`config.mk`:
```
export PLATFORM = sky130hd
export DESIGN_NAME = wishbone_bus_arb_tmo
export DESIGN_NICKNAME = d
export VERILOG_FILES = /design/src/rtl/wb_bus_pkg.sv /design/src/rtl/wb_rr_fixed_arbiter.sv /design/src/rtl/wishbone_bus_arb_tmo.sv
export SDC_FILE = /design/constraint.sdc
export NUM_CORES = 1
export LEC_CHECK = 0
export ABC_CLOCK_PERIOD_IN_PS = 2950
export CELL_PAD_IN_SITES_DETAIL_PLACEMENT = 1
export CELL_PAD_IN_SITES_GLOBAL_PLACEMENT = 2
export CORE_AREA = 2 2 376 378
export CTS_BUF_LIST = sky130_fd_sc_hd__clkbuf_2 sky130_fd_sc_hd__clkbuf_4 sky130_fd_sc_hd__clkbuf_8
export DETAILED_ROUTE_END_ITERATION = 16
export DIE_AREA = 0 0 378 380
export GPL_TIMING_DRIVEN = 0
export MAX_ROUTING_LAYER = met4
export PLACE_DENSITY_LB_ADDON = 0.1
export SLEW_MARGIN = 20
export SYNTH_ARGS = -nofsm -noshare
export SYNTH_HDL_FRONTEND = slang
export SYNTH_SLANG_ARGS = --single-unit
```
`constraint.sdc`:
```
create_clock -name clk -period 2.95 [get_ports clk]
set_clock_uncertainty 0.15 [all_clocks]
set_input_delay 0.295 -clock clk [delete_from_list [all_inputs] [get_ports clk]]
set_output_delay 0.295 -clock clk [all_outputs]
set_load 0.1 [all_outputs]
```
`src/rtl/wb_bus_pkg.sv`:
```
// Shared constants for the Wishbone shared bus: FSM encoding, arbitration modes,
// error-type codes and a ceil-log2 helper.
package wb_bus_pkg;

    localparam logic [1:0] ST_IDLE = 2'd0;
    localparam logic [1:0] ST_BUSY = 2'd1;
    localparam logic [1:0] ST_ERR  = 2'd2;

    localparam string ARB_RR    = "RR";
    localparam string ARB_FIXED = "FIXED";

    localparam logic [1:0] ERR_DEC = 2'b01;
    localparam logic [1:0] ERR_TMO = 2'b10;

    function automatic int log2(input int n);
        int r;
        r = 0;
        for (int k = 0; k < 32; k++) begin
            r = ((32'd1 << k) < n) ? k + 1 : r;
        end
        return r;
    endfunction

endpackage

```
`src/rtl/wb_rr_fixed_arbiter.sv`:
```
// Combinational one-hot arbiter with a registered round-robin pointer;
// in FIXED mode the pointer is ignored and the lowest index wins.
module wb_rr_fixed_arbiter
    import wb_bus_pkg::*;
#(
    parameter int    M        = 4,
    parameter string ARB_MODE = "RR"
) (
    input  logic         clk,
    input  logic         reset,
    input  logic [M-1:0] request,
    input  logic         enable,
    output logic [M-1:0] grant
);

    localparam int PW = (M > 1) ? log2(M) : 1;
    localparam bit IS_FIXED = (ARB_MODE == ARB_FIXED);
    localparam logic [M-1:0] ONE_M = {{(M-1){1'b0}}, 1'b1};

    logic [PW-1:0] ptr_q, ptr_d;
    logic [PW-1:0] win_s;
    logic [M-1:0]  grant_s;
    logic          found_s;
    logic          take_s;
    int            idx_s;

    // Scan requests starting at the pointer; the first hit wins.
    always_comb begin
        grant_s = '0;
        win_s   = '0;
        found_s = 1'b0;
        take_s  = 1'b0;
        idx_s   = 0;
        for (int i = 0; i < M; i++) begin
            idx_s   = IS_FIXED ? i : int'(ptr_q) + i;
            idx_s   = (idx_s >= M) ? idx_s - M : idx_s;
            take_s  = request[idx_s] & ~found_s;
            grant_s = grant_s | (take_s ? (ONE_M << idx_s) : '0);
            win_s   = take_s ? PW'(idx_s) : win_s;
            found_s = found_s | take_s;
        end
        ptr_d = ptr_q;
        if (enable && found_s && !IS_FIXED) begin
            ptr_d = (win_s == PW'(M - 1)) ? '0 : win_s + PW'(1);
        end else begin
            ptr_d = ptr_q;
        end
    end

    // Round-robin pointer register.
    always_ff @(posedge clk or negedge reset) begin
        if (!reset) begin
            ptr_q <= '0;
        end else begin
            ptr_q <= ptr_d;
        end
    end

    assign grant = grant_s;

endmodule

```
`src/rtl/wishbone_bus_arb_tmo.sv`:
```
// Wishbone shared bus with registered arbitration, burst-hold, decode-error and
// watchdog-timeout responses. Optional trace port under WB_BUS_TRACE_EN.
module wishbone_bus_arb_tmo
    import wb_bus_pkg::*;
#(
    parameter int    M        = 4,
    parameter int    S        = 4,
    parameter int    Dw       = 32,
    parameter int    Aw       = 32,
    parameter int    SELw     = 4,
    parameter int    TAGw     = 3,
    parameter int    CTIw     = 3,
    parameter int    BTEw     = 2,
    parameter string ARB_MODE = "RR",
    parameter int    TIMEOUT  = 255,
    parameter int    TMOw     = 8
) (
    input  logic              clk,
    input  logic              reset,
    output logic [Aw*S-1:0]   s_adr_o_all,
    output logic [Dw*S-1:0]   s_dat_o_all,
    output logic [SELw*S-1:0] s_sel_o_all,
    output logic [TAGw*S-1:0] s_tag_o_all,
    output logic [CTIw*S-1:0] s_cti_o_all,
    output logic [BTEw*S-1:0] s_bte_o_all,
    output logic [S-1:0]      s_we_o_all,
    output logic [S-1:0]      s_cyc_o_all,
    output logic [S-1:0]      s_stb_o_all,
    input  logic [Dw*S-1:0]   s_dat_i_all,
    input  logic [S-1:0]      s_ack_i_all,
    input  logic [S-1:0]      s_err_i_all,
    input  logic [S-1:0]      s_rty_i_all,
    input  logic [Aw*M-1:0]   m_adr_i_all,
    input  logic [Dw*M-1:0]   m_dat_i_all,
    input  logic [SELw*M-1:0] m_sel_i_all,
    input  logic [TAGw*M-1:0] m_tag_i_all,
    input  logic [CTIw*M-1:0] m_cti_i_all,
    input  logic [BTEw*M-1:0] m_bte_i_all,
    input  logic [M-1:0]      m_we_i_all,
    input  logic [M-1:0]      m_stb_i_all,
    input  logic [M-1:0]      m_cyc_i_all,
    output logic [Dw*M-1:0]   m_dat_o_all,
    output logic [M-1:0]      m_ack_o_all,
    output logic [M-1:0]      m_err_o_all,
    output logic [M-1:0]      m_rty_o_all,
    output logic [Aw-1:0]     m_grant_addr,
    input  logic [S-1:0]      s_sel_one_hot,
    output logic [M-1:0]      m_grant_onehot_o,
`ifdef WB_BUS_TRACE_EN
    output logic              trigger,
    output logic [31:0]       trace,
`endif
    output logic              tmo_flag_o
);

    logic [1:0]      state_q, state_d;
    logic [M-1:0]    grant_q, grant_d;
    logic [TMOw-1:0] tmo_cnt_q, tmo_cnt_d;
    logic            tmo_flag_q, tmo_flag_d;
    logic [M-1:0]    arb_grant_s;

    logic [Aw-1:0]   g_adr_s;
    logic [Dw-1:0]   g_dat_s;
    logic [SELw-1:0] g_sel_s;
    logic [TAGw-1:0] g_tag_s;
    logic [CTIw-1:0] g_cti_s;
    logic [BTEw-1:0] g_bte_s;
    logic            g_we_s, g_stb_s, g_cyc_s;
    logic [Dw-1:0]   rdat_s;

    logic busy_s, err_st_s, req_s;
    logic any_ack_s, any_err_s, any_rty_s, any_rsp_s;
    logic dec_err_s, tmo_edge_s, tmo_hit_s;

    if (M == 1) begin : g_single
        assign arb_grant_s = m_cyc_i_all;
    end else begin : g_arb
        wb_rr_fixed_arbiter #(
            .M        (M),
            .ARB_MODE (ARB_MODE)
        ) u_arb (
            .clk     (clk),
            .reset   (reset),
            .request (m_cyc_i_all),
            .enable  (state_q == ST_IDLE),
            .grant   (arb_grant_s)
        );
    end

    // AND-OR one-hot mux of the granted master's fields and of slave read data.
    always_comb begin
        g_adr_s = '0; g_dat_s = '0; g_sel_s = '0; g_tag_s = '0;
        g_cti_s = '0; g_bte_s = '0; g_we_s = 1'b0; g_stb_s = 1'b0; g_cyc_s = 1'b0;
        rdat_s  = '0;
        for (int i = 0; i < M; i++) begin
            g_adr_s = g_adr_s | (m_adr_i_all[i*Aw +: Aw]     & {Aw{grant_q[i]}});
            g_dat_s = g_dat_s | (m_dat_i_all[i*Dw +: Dw]     & {Dw{grant_q[i]}});
            g_sel_s = g_sel_s | (m_sel_i_all[i*SELw +: SELw] & {SELw{grant_q[i]}});
            g_tag_s = g_tag_s | (m_tag_i_all[i*TAGw +: TAGw] & {TAGw{grant_q[i]}});
            g_cti_s = g_cti_s | (m_cti_i_all[i*CTIw +: CTIw] & {CTIw{grant_q[i]}});
            g_bte_s = g_bte_s | (m_bte_i_all[i*BTEw +: BTEw] & {BTEw{grant_q[i]}});
            g_we_s  = g_we_s  | (m_we_i_all[i]  & grant_q[i]);
            g_stb_s = g_stb_s | (m_stb_i_all[i] & grant_q[i]);
            g_cyc_s = g_cyc_s | (m_cyc_i_all[i] & grant_q[i]);
        end
        for (int j = 0; j < S; j++) begin
            rdat_s = rdat_s | (s_dat_i_all[j*Dw +: Dw] & {Dw{s_sel_one_hot[j]}});
        end
    end

    assign busy_s    = (state_q == ST_BUSY);
    assign err_st_s  = (state_q == ST_ERR);
    assign req_s     = g_stb_s & g_cyc_s;
    assign any_ack_s = |s_ack_i_all;
    assign any_err_s = |s_err_i_all;
    assign any_rty_s = |s_rty_i_all;
    assign any_rsp_s = any_ack_s | any_err_s | any_rty_s;
    assign dec_err_s = busy_s & req_s & (s_sel_one_hot == '0);

    // The TIMEOUT-th consecutive stalled cycle drops the strobe; a response in it still wins.
    if (TIMEOUT > 0) begin : g_wdt
        assign tmo_edge_s = busy_s & req_s & (tmo_cnt_q == TMOw'(TIMEOUT - 1));
        assign tmo_hit_s  = tmo_edge_s & ~any_rsp_s & ~dec_err_s;
    end else begin : g_no_wdt
        assign tmo_edge_s = 1'b0;
        assign tmo_hit_s  = 1'b0;
    end

    // Next-state logic for FSM, grant, watchdog counter and sticky timeout flag.
    always_comb begin
        state_d    = state_q;
        grant_d    = grant_q;
        tmo_flag_d = tmo_flag_q | tmo_hit_s;
        if ((TIMEOUT > 0) && busy_s && req_s && !any_rsp_s && !tmo_hit_s) begin
            tmo_cnt_d = tmo_cnt_q + TMOw'(1);
        end else begin
            tmo_cnt_d = '0;
        end
        case (state_q)
            ST_IDLE: begin
                if (|m_cyc_i_all) begin
                    grant_d = arb_grant_s;
                    state_d = ST_BUSY;
                end else begin
                    grant_d = '0;
                    state_d = ST_IDLE;
                end
            end
            ST_BUSY: begin
                if (!g_cyc_s) begin
                    grant_d = '0;
                    state_d = ST_IDLE;
                end else if (dec_err_s || tmo_hit_s) begin
                    state_d = ST_ERR;
                end else begin
                    state_d = ST_BUSY;
                end
            end
            ST_ERR: begin
                state_d = ST_BUSY;
            end
            default: begin
                grant_d = '0;
                state_d = ST_IDLE;
            end
        endcase
    end

    // Bus state registers.
    always_ff @(posedge clk or negedge reset) begin
        if (!reset) begin
            state_q    <= ST_IDLE;
            grant_q    <= '0;
            tmo_cnt_q  <= '0;
            tmo_flag_q <= 1'b0;
        end else begin
            state_q    <= state_d;
            grant_q    <= grant_d;
            tmo_cnt_q  <= tmo_cnt_d;
            tmo_flag_q <= tmo_flag_d;
        end
    end

    assign s_adr_o_all = {S{g_adr_s}};
    assign s_dat_o_all = {S{g_dat_s}};
    assign s_sel_o_all = {S{g_sel_s}};
    assign s_tag_o_all = {S{g_tag_s}};
    assign s_cti_o_all = {S{g_cti_s}};
    assign s_bte_o_all = {S{g_bte_s}};
    assign s_we_o_all  = {S{g_we_s}};
    assign s_cyc_o_all = {S{g_cyc_s}};
    assign s_stb_o_all = s_sel_one_hot & {S{busy_s & req_s & ~tmo_edge_s}};

    assign m_dat_o_all      = {M{rdat_s}};
    assign m_ack_o_all      = grant_q & {M{busy_s & any_ack_s}};
    assign m_rty_o_all      = grant_q & {M{busy_s & any_rty_s}};
    assign m_err_o_all      = grant_q & {M{(busy_s & any_err_s) | err_st_s}};
    assign m_grant_addr     = g_adr_s;
    assign m_grant_onehot_o = grant_q;
    assign tmo_flag_o       = tmo_flag_q;

`ifdef WB_BUS_TRACE_EN
    logic           trig_q;
    logic [31:0]    trace_q;
    logic [7:0]     mbin_s, sbin_s;
    logic [1:0]     etype_s;
    logic [Aw+13:0] adr_ext_s;

    // Binary indices of the granted master and selected slave for the trace word.
    always_comb begin
        mbin_s = 8'd0;
        sbin_s = 8'd0;
        for (int i = 0; i < M; i++) begin
            mbin_s = mbin_s | (grant_q[i] ? 8'(i) : 8'd0);
        end
        for (int j = 0; j < S; j++) begin
            sbin_s = sbin_s | (s_sel_one_hot[j] ? 8'(j) : 8'd0);
        end
        etype_s   = dec_err_s ? ERR_DEC : (tmo_hit_s ? ERR_TMO : 2'b00);
        adr_ext_s = {14'd0, g_adr_s};
    end

    // Trigger pulse and trace capture on each bus error.
    always_ff @(posedge clk or negedge reset) begin
        if (!reset) begin
            trig_q  <= 1'b0;
            trace_q <= 32'd0;
        end else begin
            trig_q  <= dec_err_s | tmo_hit_s;
            trace_q <= (dec_err_s | tmo_hit_s) ? {etype_s, mbin_s, sbin_s, adr_ext_s[13:0]} : trace_q;
        end
    end

    assign trigger = trig_q;
    assign trace   = trace_q;
`endif

endmodule
```
==> summary.md, run 1 <==
| Metric | Value |
|---|---|
| Die H | `380 µm` |
| Hold wc startpoint | `tmo_flag_o$_DFF_PN0_` |
| Fin crit period | `2.837 ns` |
| Total die area | `143600 µm²` |
| Largest net degree at the start of global routing | `18` |
| CP Launch Type | `input pin` |
| Boundary pin count | `955` |
| Number of synthesized register bits | `17` |
| TritonCTS clock tree | `built` |
| Total of max-cap violations | `0` |
| Global-route wire length before repair | `103.4 mm` |
| Placer's final routability congestion estimate | `0.7316` |
| Number of enable flip-flop cells after synthesis | `0` |
| Post-route cell area | `18630 µm²` |
| Syn avg cell area | `7.134 µm²` |
| Syn Std Cell Area | `6427 µm²` |
| Cell count after synthesis | `901` |
| CTS Buffer Depth | `2` |
| Critical path type | `input pin to output pin` |
| DR pass1 iterations | `4` |
| Top FF cell, synth | `dfrtp_1` |
| DR iter-0 viols | `235` |
| Critical Path Sink Type | `output pin` |
| Crit-path max FO | `4` |
| Wire per inst | `21.55 µm` |
| Xor/xnor share of the synthesized area | `0.9539%` |
| Die width | `378 µm` |
| Largest family of logic cells by synthesized area | `buffers and inverters` |
| Layout area overhead | `189.9%` |
| Synth Warn # | `0` |
| # setup viols final | `0` |
| Arrival time at the worst endpoint | `2.39 ns` |
| Antenna Nets Post-Route | `0` |
| Tot GR Track Use | `10.96%` |
| Ys async rst share | `100.0%` |
| Worst slew pin tran | `1.029 ns` |
| Unrepaired setup endpoints after global routing | `no` |
| Vias in the first global route | `11270` |
| Final period util | `96.17%` |
| Final hold violations | `0` |
| H-Tree Level Count | `1` |
| Total grt overflow | `0` |
| Share of cells above drive strength 1 | `53.33%` |
| Worst Hold Class | `flip-flop to flip-flop` |
| Area contributors post-synth | `buf_4 (43%), a22oi_1 (26%), nand2_1 (6.8%)` |
| # rows | `137` |
| Critical Path Start | `s_dat_i_all[31]` |
| Vias per cell | `2.712` |
| Number of CTS-inserted buffers | `3` |
| Netlist cell types | `48` |
| Antenna violations before repair | `31` |
| Syn_nets | `1372` |
| Clk Latency, worst-skew pair | `0.27 ns` |
| Slew Limit Headroom | `31.22%` |
| DP Area | `18530 µm²` |
| Critical path required time | `2.51 ns` |
| Drc violations | `0` |
| Clk sinks | `17` |
| Fmax | `352.5 MHz` |
| Mux cell area share after synthesis | `1.402%` |
| Post-synth top area share | `42.75%` |
| Slew Limit Fails | `0` |
| DP Wirelength | `72.96 mm` |
| Total Nets Final | `2334` |
| Outcome | `finished, final reports clean` |
| Post-Synth Simple-Gate Area | `12.38%` |
| Core Region | `139200 µm²` |
| Synth Area in Adders | `1.752%` |
| Initial Util | `4.618%` |
| Clock transition at path regs | `0.08 ns` |
| WL final | `81.19 mm` |
| Synth Area in Compound Gates | `30.37%` |
| CTS root buf | `clkbuf_8` |
| Number of I/O port buffers | `950` |
| Vias post-DR | `10220` |
| Post-synth top area cell | `buf_4` |
| Seq/Total Area, Yosys | `6.619%` |
## routing by layer
| metal | track usage, % | wire length (µm) | vias to the layer above |
|---|---|---|---|
| met4 | 1.586 | 1158 | 0 |
| met1 | 9.741 | 26210 | 4858 |
| met5 | - | 0 | - |
| met3 | 4.100 | 7803 | 29 |
| met2 | 21.94 | 46020 | 529 |
| li1 | - | - | 4801 |
## path summary, 6_finish.rpt
path                                                        end  slack [ns]  cells past startpoint
worst max-delay path                            m_dat_o_all[31]        0.11                      4
worst min-delay path                       tmo_flag_o$_DFF_PN0_        0.32                      1
worst max register to register  m_grant_onehot_o[3]$_DFFE_PN0P_        0.18                     10
worst min register to register             tmo_flag_o$_DFF_PN0_        0.32                      1
max in group asynchronous       m_grant_onehot_o[2]$_DFFE_PN0P_        1.59                      1
min in group asynchronous                  tmo_flag_o$_DFF_PN0_        0.40                      1
## Yosys cell counts (5+ instances only)
| master | n |
|---|---|
| dfrtp_1 | 17 |
| nand2_1 | 116 |
| ha_1 | 9 |
| xor2_1 | 5 |
| o21ai_0 | 6 |
| and2_1 | 18 |
| buf_1 | 5 |
| buf_4 | 366 |
| a22oi_1 | 222 |
| clkbuf_1 | 49 |
| nor4_1 | 5 |
| nor2_1 | 17 |
## critical path, cell delays in order
cell and delay [ns]:
clkdlybuf4s50_1 0.46, a22oi_1 0.08, nand2_1 0.32, clkdlybuf4s50_1 1.23
## flip-flops by register name, indices dropped and copies added, names as in the netlist, named ones only
| signal | flops |
|---|---|
| tmo_cnt_q | 8 |
| m_grant_onehot_o | 4 |
| state_q | 2 |
| g_arb.u_arb.ptr_q | 1 |
| tmo_flag_o | 1 |
## stage by stage
stage	hold WS [ns]	utilization, %	setup slack, ns	instances	TNS [ns]
2_1_floorplan	-0.1506	-	0.01731	901	0
3_3_place_gp	0.3047	13.27	-2.251	3727	-587.35
3_5_place_dp	0.3017	13.31	-1.368	3729	-378.77
4_1_cts	0.3234	13.44	0.0007658	3737	0
5_1_grt	0.3395	13.38	0.0008491	3762	0
6_report	0.3181	13.39	0.1130	3767	0
## placed cells by master (no fill, tap or decap), types with 3 or more instances in the layout
cell             synthesis  final
buf_4                  366    394
diode_2                  0     29
clkdlybuf4s15_2          0    298
nor2_1                  17     16
inv_1                    4      4
clkbuf_8                 0      7
clkdlybuf4s50_1          0    460
nand2_2                  0     78
ha_1                     9      9
clkbuf_1                49      6
a22o_1                   4      4
a22oi_1                222    220
a21oi_1                  4      4
clkbuf_2                 0     49
nor4_2                   0      3
dfrtp_1                 17     13
clkdlybuf4s15_1          0      6
mux4_2                   4      4
o2bb2ai_1                4      4
dlygate4sd2_1            0     17
xor2_1                   5      5
nand2_1                116     38
a211oi_1                 4      4
and2_1                  18     18
buf_2                    2     98
dfrtp_2                  0      4
nand2b_1                 4      4
o21ai_0                  6      6
nand3_1                  4      4
clkdlybuf4s18_2          0     32
clkbuf_4                 0      8
## repair_timing
action	in CTS	in global routing
setup buffers	4	1
pin swaps	0	1
setup endpoints to repair	494	73
hold buffers	0	0
gates resized for setup	1663	92
## cell type report
| class | instances | area (µm²) |
|---|---|---|
| Fill cell | 16530 | 120600 |
| Buffer | 423 | 3098 |
| Antenna cell | 29 | 72.57 |
| Clock buffer | 3 | 41.29 |
| Tap cell | 1876 | 2347 |
| Clock inverter | 1 | 7.507 |
| Inverter | 5 | 21.27 |
| Timing Repair Buffer | 957 | 9360 |
| Sequential cell | 17 | 430.4 |
| Multi-Input combinational cell | 456 | 3256 |
## cell families after synthesis
| group | after synthesis |
|---|---|
| buffers and inverters | 428 |
| and+or+nand+nor | 178 |
| xor gates and xnor gates | 7 |
| AOI/OAI and AO/OA | 258 |
| muxes | 4 |
| DFF | 17 |
| adders and majority gates | 9 |
Power of run 1 is left out: the tool's default activity adds up to more than one toggle a clock period on the data nets, which glitch-free logic cannot reach.
==> run 2: changes to the inputs <==
--- a/config.mk
+++ b/config.mk
@@ -5,7 +5,7 @@
 export SDC_FILE = /design/constraint.sdc
 export NUM_CORES = 1
 export LEC_CHECK = 0
-export ABC_CLOCK_PERIOD_IN_PS = 2950
+export ABC_CLOCK_PERIOD_IN_PS = 3000
 export CELL_PAD_IN_SITES_DETAIL_PLACEMENT = 1
 export CELL_PAD_IN_SITES_GLOBAL_PLACEMENT = 2
 export CORE_AREA = 2 2 376 378
==> constraint.sdc (replaced) <==
create_clock -name clk -period 3 [get_ports clk]
set_clock_uncertainty 0.15 [all_clocks]
set_input_delay 0.3 -clock clk [delete_from_list [all_inputs] [get_ports clk]]
set_output_delay 0.3 -clock clk [all_outputs]
set_load 0.1 [all_outputs]
==> summary.md, run 2 (same netlist as run 1, synthesis figures left out) <==
| Metric | Value |
|---|---|
| Outcome | `finished, final reports clean` |
| Clk Latency, worst-skew pair | `0.27 ns (about the same)` |
| Placed insts | `3728 (-0.027%)` |
| Initial Util | `4.618% (unchanged)` |
| Placer's final routability congestion estimate | `0.7204 (-1.5%)` |
| Slew Limit Headroom | `31.28% (+0.068 points)` |
| CTS Buffer Depth | `2 (unchanged)` |
| DR iter-0 viols | `252 (+7.2%)` |
| Biggest register | `tmo_cnt_q` |
| Vias in the first global route | `11130 (-1.2%)` |
| TritonCTS clock tree | `built` |
| Die H | `380 µm (unchanged)` |
| Fmax | `348.0 MHz` |
| Arrival time at the worst endpoint | `2.42 ns (+0.03 ns)` |
| Slew Limit Fails | `0 (unchanged)` |
| # rows | `137 (unchanged)` |
| Vias per cell | `2.727 (+0.55%)` |
| Number of CTS-inserted buffers | `3 (unchanged)` |
| Worst slew pin tran | `1.028 ns (-0.001012 ns)` |
| Boundary pin count | `955 (unchanged)` |
| Unrepaired setup endpoints after global routing | `no` |
| Clk sinks | `17 (unchanged)` |
| Total die area | `143600 µm² (unchanged)` |
| DR pass1 iterations | `6 (+2)` |
| Share of cells above drive strength 1 | `52.58% (-0.75 points)` |
| Core Region | `139200 µm² (unchanged)` |
| Total grt overflow | `0 (unchanged)` |
| Max reg flops | `8 (unchanged)` |
| Vias post-DR | `10270 (+0.47%)` |
| CP Launch Type | `input pin` |
| Largest net degree at the start of global routing | `18 (unchanged)` |
| Critical path required time | `2.55 ns (+0.04 ns)` |
| H-Tree Level Count | `1 (unchanged)` |
| Layout area overhead | `188.8%` |
| Commonest non-fill, non-tap cells in the layout | `clkdlybuf4s50_1 (463), buf_4 (378), clkdlybuf4s15_2 (311)` |
| Critical Path Sink Type | `output pin` |
| Antenna Nets Post-Route | `0 (unchanged)` |
| Crit-path max FO | `4 (unchanged)` |
| Critical path type | `input pin to output pin` |
| Clock transition at path regs | `0.08 ns (about the same)` |
| Fin crit period | `2.874 ns` |
| Most common cell after layout, fill and taps aside | `clkdlybuf4s50_1` |
| Fin Hold WS | `0.3250 ns (+0.006887 ns)` |
| CTS root buf | `clkbuf_8` |
| Tot GR Track Use | `10.88% (-0.085 points)` |
| Global-route wire length before repair | `102.9 mm (-0.55%)` |
| Wire per inst | `21.50 µm (-0.26%)` |
| Antenna violations before repair | `36 (+16%)` |
| DP Wirelength | `72.75 mm (-0.28%)` |
| Worst Hold Class | `flip-flop to flip-flop` |
| Final period util | `95.80%` |
| Drc violations | `0 (unchanged)` |
| Total of max-cap violations | `0 (unchanged)` |
| Post-Layout Cell Count | `3764 (-0.080%)` |
| Total Nets Final | `2332 (-0.086%)` |
| Number of I/O port buffers | `950 (unchanged)` |
| # setup viols final | `0 (unchanged)` |
| WL final | `80.92 mm (-0.34%)` |
| Final hold violations | `0 (unchanged)` |
| Die width | `378 µm (unchanged)` |
[run 2: cell count changes in the layout (fill, tap and decap cells not counted), moves of 4 or more]
cell | before | now
buf_2 | 98 | 92
clkdlybuf4s15_2 | 298 | 311
clkbuf_1 | 6 | 11
clkbuf_2 | 49 | 64
clkdlybuf4s15_1 | 6 | 10
clkdlybuf4s18_2 | 32 | 14
buf_4 | 394 | 378
[run 2: final timing paths]
check / startpoint / end / slack, ns / depth (start not counted)
min in group asynchronous: reset / tmo_cnt_q[7]$_DFF_PN0_ / 0.38 / 1
max: s_dat_i_all[30] / m_dat_o_all[30] / 0.13 / 4
max reg2reg: flip-flop / g_arb.u_arb.ptr_q[1]$_DFFE_PN0P_ / 0.17 / 11
min: tmo_flag_o$_DFF_PN0_ / tmo_flag_o$_DFF_PN0_ / 0.33 / 1
min reg2reg: tmo_flag_o$_DFF_PN0_ / tmo_flag_o$_DFF_PN0_ / 0.33 / 1
max in group asynchronous: reset / asynchronous set/reset pin / 1.70 / 1
[run 2: critical path, stage by stage]
cell	delay [ns]
clkdlybuf4s50_1	0.47
a22oi_1	0.08
nand2_1	0.34
clkdlybuf4s50_1	1.22
[run 2: repair_timing]
action | 4_1_cts | 5_1_grt
endpoints found under the hold margin | 0 | 0
pin swaps | 0 | 0
setup buffers | 1 | 3
gates resized for setup | 1588 | 80
endpoints found under the setup margin | 488 | 129
hold buffers | 0 | 0
[run 2: final cells by class]
| cell class | count | area [µm²] |
|---|---|---|
| fillers | 16540 | 120600 |
| repair buffers | 955 | 9290 |
| multi-input cells | 456 | 3286 |
| plain buffers | 423 | 3073 |
| well taps | 1876 | 2347 |
| flip-flops and latches | 17 | 427.9 |
| diodes | 28 | 70.07 |
| clock buffers | 3 | 41.29 |
| inverters | 5 | 20.02 |
| clock inverters | 1 | 5.005 |
[run 2: per-layer routing]
layer	global-route usage, %	vias up	part of all wire, %
met5	-	-	0
met4	1.564	0	1.6
met3	4.258	37	9.5
met2	21.57	548	56
met1	9.716	4894	33
li1	-	4786	-
[run 2: stage by stage]
stage                     util (%)  setup TNS, ns  setup slack (ns)  instance area [µm²]
after CTS                    13.33              0         0.0004441                18560
final                        13.33              0            0.1261                18560
after floorplan                  -              0           0.04014                 6618
after global placement       13.27        -535.88            -1.758                18470
after detailed placement     13.28        -342.51            -1.252                18480
after global routing         13.33              0         0.0005544                18550
Power of run 2 is left out for the same reason.
==> run 3: changes to the inputs <==
--- a/config.mk
+++ b/config.mk
@@ -8,10 +8,11 @@
 export ABC_CLOCK_PERIOD_IN_PS = 3000
 export CELL_PAD_IN_SITES_DETAIL_PLACEMENT = 1
 export CELL_PAD_IN_SITES_GLOBAL_PLACEMENT = 2
-export CORE_AREA = 2 2 376 378
+export CORE_AREA = 2 2 371 373
 export CTS_BUF_LIST = sky130_fd_sc_hd__clkbuf_2 sky130_fd_sc_hd__clkbuf_4 sky130_fd_sc_hd__clkbuf_8
 export DETAILED_ROUTE_END_ITERATION = 16
-export DIE_AREA = 0 0 378 380
+export DIE_AREA = 0 0 373 375
+export DONT_BUFFER_PORTS = 1
 export GPL_TIMING_DRIVEN = 0
 export MAX_ROUTING_LAYER = met4
 export PLACE_DENSITY_LB_ADDON = 0.1
@@ -19,3 +20,4 @@
 export SYNTH_ARGS = -nofsm -noshare
 export SYNTH_HDL_FRONTEND = slang
 export SYNTH_SLANG_ARGS = --single-unit
+export TNS_END_PERCENT = 20
==> summary.md, run 3 (same netlist as run 1, synthesis figures left out) <==
| Metric | Value |
|---|---|
| Outcome | `finished, final reports clean` |
| Most common cell after layout, fill and taps aside | `a22oi_1` |
| Total grt overflow | `0 (unchanged)` |
| Max incr delay on CP | `0.68 ns (-0.54 ns)` |
| Commonest non-fill, non-tap cells in the layout | `a22oi_1 (159), buf_6 (155), buf_4 (134)` |
| Cell-by-cell trace of the critical path | `clkbuf_16, buf_12, clkbuf_4, a22oi_1, nand2_4, buf_12` |
| Unrepaired setup endpoints after global routing | `yes` |
| Vias post-DR | `6959 (-32%)` |
| DP Area | `8945 µm² (-52%)` |
| Top cell family by delay on the critical path | `buffers and inverters` |
| Fin crit period | `2.988 ns (+0.1141 ns)` |
| DR pass1 iterations | `4 (-2)` |
| Die H | `375 µm (-1.3%)` |
| Most Frequent Cell on Critical Path | `buf_12` |
| Antenna violations before repair | `7 (-81%)` |
| Placer's final routability congestion estimate | `0.7807 (+8.4%)` |
| DP Wirelength | `58.96 mm (-19%)` |
| Total of max-cap violations | `0 (unchanged)` |
| Clk sinks | `17 (unchanged)` |
| Total Nets Final | `1393 (-40%)` |
| DR iter-0 viols | `272 (+7.9%)` |
| Critical path type | `flip-flop to output pin` |
| Antenna Nets Post-Route | `0 (unchanged)` |
| Slew Limit Fails | `0 (unchanged)` |
| Multi-input gate area | `4187 µm² (+27%)` |
| TritonCTS clock tree | `built` |
| Fmax | `334.7 MHz (-3.8%)` |
| H-Tree Level Count | `1 (unchanged)` |
| Max reg flops | `8 (unchanged)` |
| Drc violations | `0 (unchanged)` |
| Wire per inst | `24.37 µm (+13%)` |
| Tot GR Track Use | `8.996% (-1.9 points)` |
| Worst Hold Class | `input pin to flip-flop` |
| WL final | `66.33 mm (-18%)` |
| Final WS setup | `0.01199 ns (-0.1141 ns)` |
| Total die area | `139900 µm² (-2.6%)` |
| # setup viols final | `0 (unchanged)` |
| Largest net degree at the start of global routing | `18 (unchanged)` |
| Vias in the first global route | `7567 (-32%)` |
| Fin Hold WS | `0.2483 ns (-0.07666 ns)` |
| Die width | `373 µm (-1.3%)` |
| Post-route cell area | `11750 µm² (-37%)` |
| Final hold violations | `0 (unchanged)` |
| Layout area overhead | `82.77%` |
| Critical path required time | `2.55 ns (about the same)` |
| Vias per cell | `2.557 (-6.3%)` |
| Worst slew pin tran | `1.102 ns (+0.07478 ns)` |
| Clk Latency, worst-skew pair | `0.26 ns (about the same)` |
| Clock transition at path regs | `0.08 ns (about the same)` |
| CP Launch Type | `flip-flop` |
| Biggest register | `tmo_cnt_q` |
| CTS root buf | `clkbuf_8` |
| Number of CTS-inserted buffers | `3 (unchanged)` |
| Storage cell area | `442.9 µm² (+3.5%)` |
| Share of cells above drive strength 1 | `67.75% (+15 points)` |
| CP Buf/Inv Count | `4 (+2)` |
| Final period util | `99.60% (+3.8 points)` |
| CP max stage cell | `dfrtp_4` |
| Arrival time at the worst endpoint | `2.54 ns (+0.12 ns)` |
| Boundary pin count | `955 (unchanged)` |
| Crit-path max FO | `10 (+6)` |
| Post-placement setup slack | `-1.536 ns (-0.2842 ns)` |
| Core Region | `136300 µm² (-2.1%)` |
| Final-layout fill cell count | `16040 (-3.0%)` |
| Number of I/O port buffers | `0 (-100%)` |
| CTS Buffer Depth | `2 (unchanged)` |
| Initial Util | `4.716% (+0.098 points)` |
| Slew Limit Headroom | `26.51% (-4.8 points)` |
| Global-route wire length before repair | `82.70 mm (-20%)` |
| # rows | `136 (-0.73%)` |
| Critical Path Sink Type | `output pin` |
-- run 3: cell types whose count changed in the layout (fill, tap and decap cells not counted), sizes merged, moves of 2 or more --
cell,delta
clkdlybuf4s50,-463
clkdlybuf4s18,-14
buf,-90
clkbuf,-30
clkdlybuf4s15,-321
diode,-21
clkinv,-2
dlygate4sd2,-20
-- run 3: stage by stage --
stage	std cells	setup TNS (ns)	utilization, %
after global routing	2719	-6.845	8.613
after floorplan	901	-33.75	-
after global placement	2695	-830.63	6.419
after CTS	2707	-5.081	8.020
final	2722	0	8.619
after detailed placement	2702	-392.30	6.563
-- run 3: layer usage --
layer / part of all wire [%] / vias up / GRT usage [%]
met1: 35 / 3552 / 9.170
met5: 0 / - / -
met3: 6.2 / 35 / 1.981
met2: 57 / 485 / 17.73
met4: 1.4 / 0 / 1.173
li1: - / 2887 / -
-- run 3: worst min-delay path, cell delays in order --
cell and delay, ns:
or4_1 0.13, nor2_1 0.05, o22ai_1 0.12
-- run 3: cell type report --
cell class / count / area share (%)
antenna: 7 / 0.1491
buffer: 423 / 39.04
inverter: 5 / 0.1811
clock buffer: 4 / 0.4154
sequential: 17 / 3.770
tap: 1794 / 19.11
timing repair buffer: 16 / 1.704
multi-input combinational: 456 / 35.64
-- run 3: path summary, 6_finish.rpt --
| kind | slack [ns] | start | endpoint | cells after the start |
|---|---|---|---|---|
| min in group asynchronous | 0.48 | reset | m_grant_onehot_o[3]$_DFFE_PN0P_ | 1 |
| max | 0.01 | m_grant_onehot_o[0]$_DFFE_PN0P_ | s_dat_o_all[110] | 6 |
| min | 0.25 | m_cyc_i_all[0] | state_q[0]$_DFF_PN0_ | 3 |
| max reg2reg | 0.15 | g_arb.u_arb.ptr_q[1]$_DFFE_PN0P_ | g_arb.u_arb.ptr_q[1]$_DFFE_PN0P_ | 9 |
| min reg2reg | 0.35 | state_q[0]$_DFF_PN0_ | state_q[0]$_DFF_PN0_ | 1 |
| max in group asynchronous | 1.54 | reset | m_grant_onehot_o[0]$_DFFE_PN0P_ | 1 |
-- run 3: repair_timing --
item,in CTS,in global routing
buffers inserted,0,8
gates resized for setup,528,160
cloned,0,0
pin swaps,26,48
hold buffers,1,0
endpoints found under the setup margin,459,248
hold endpoints to repair,17,0
Power of run 3 is left out for the same reason.
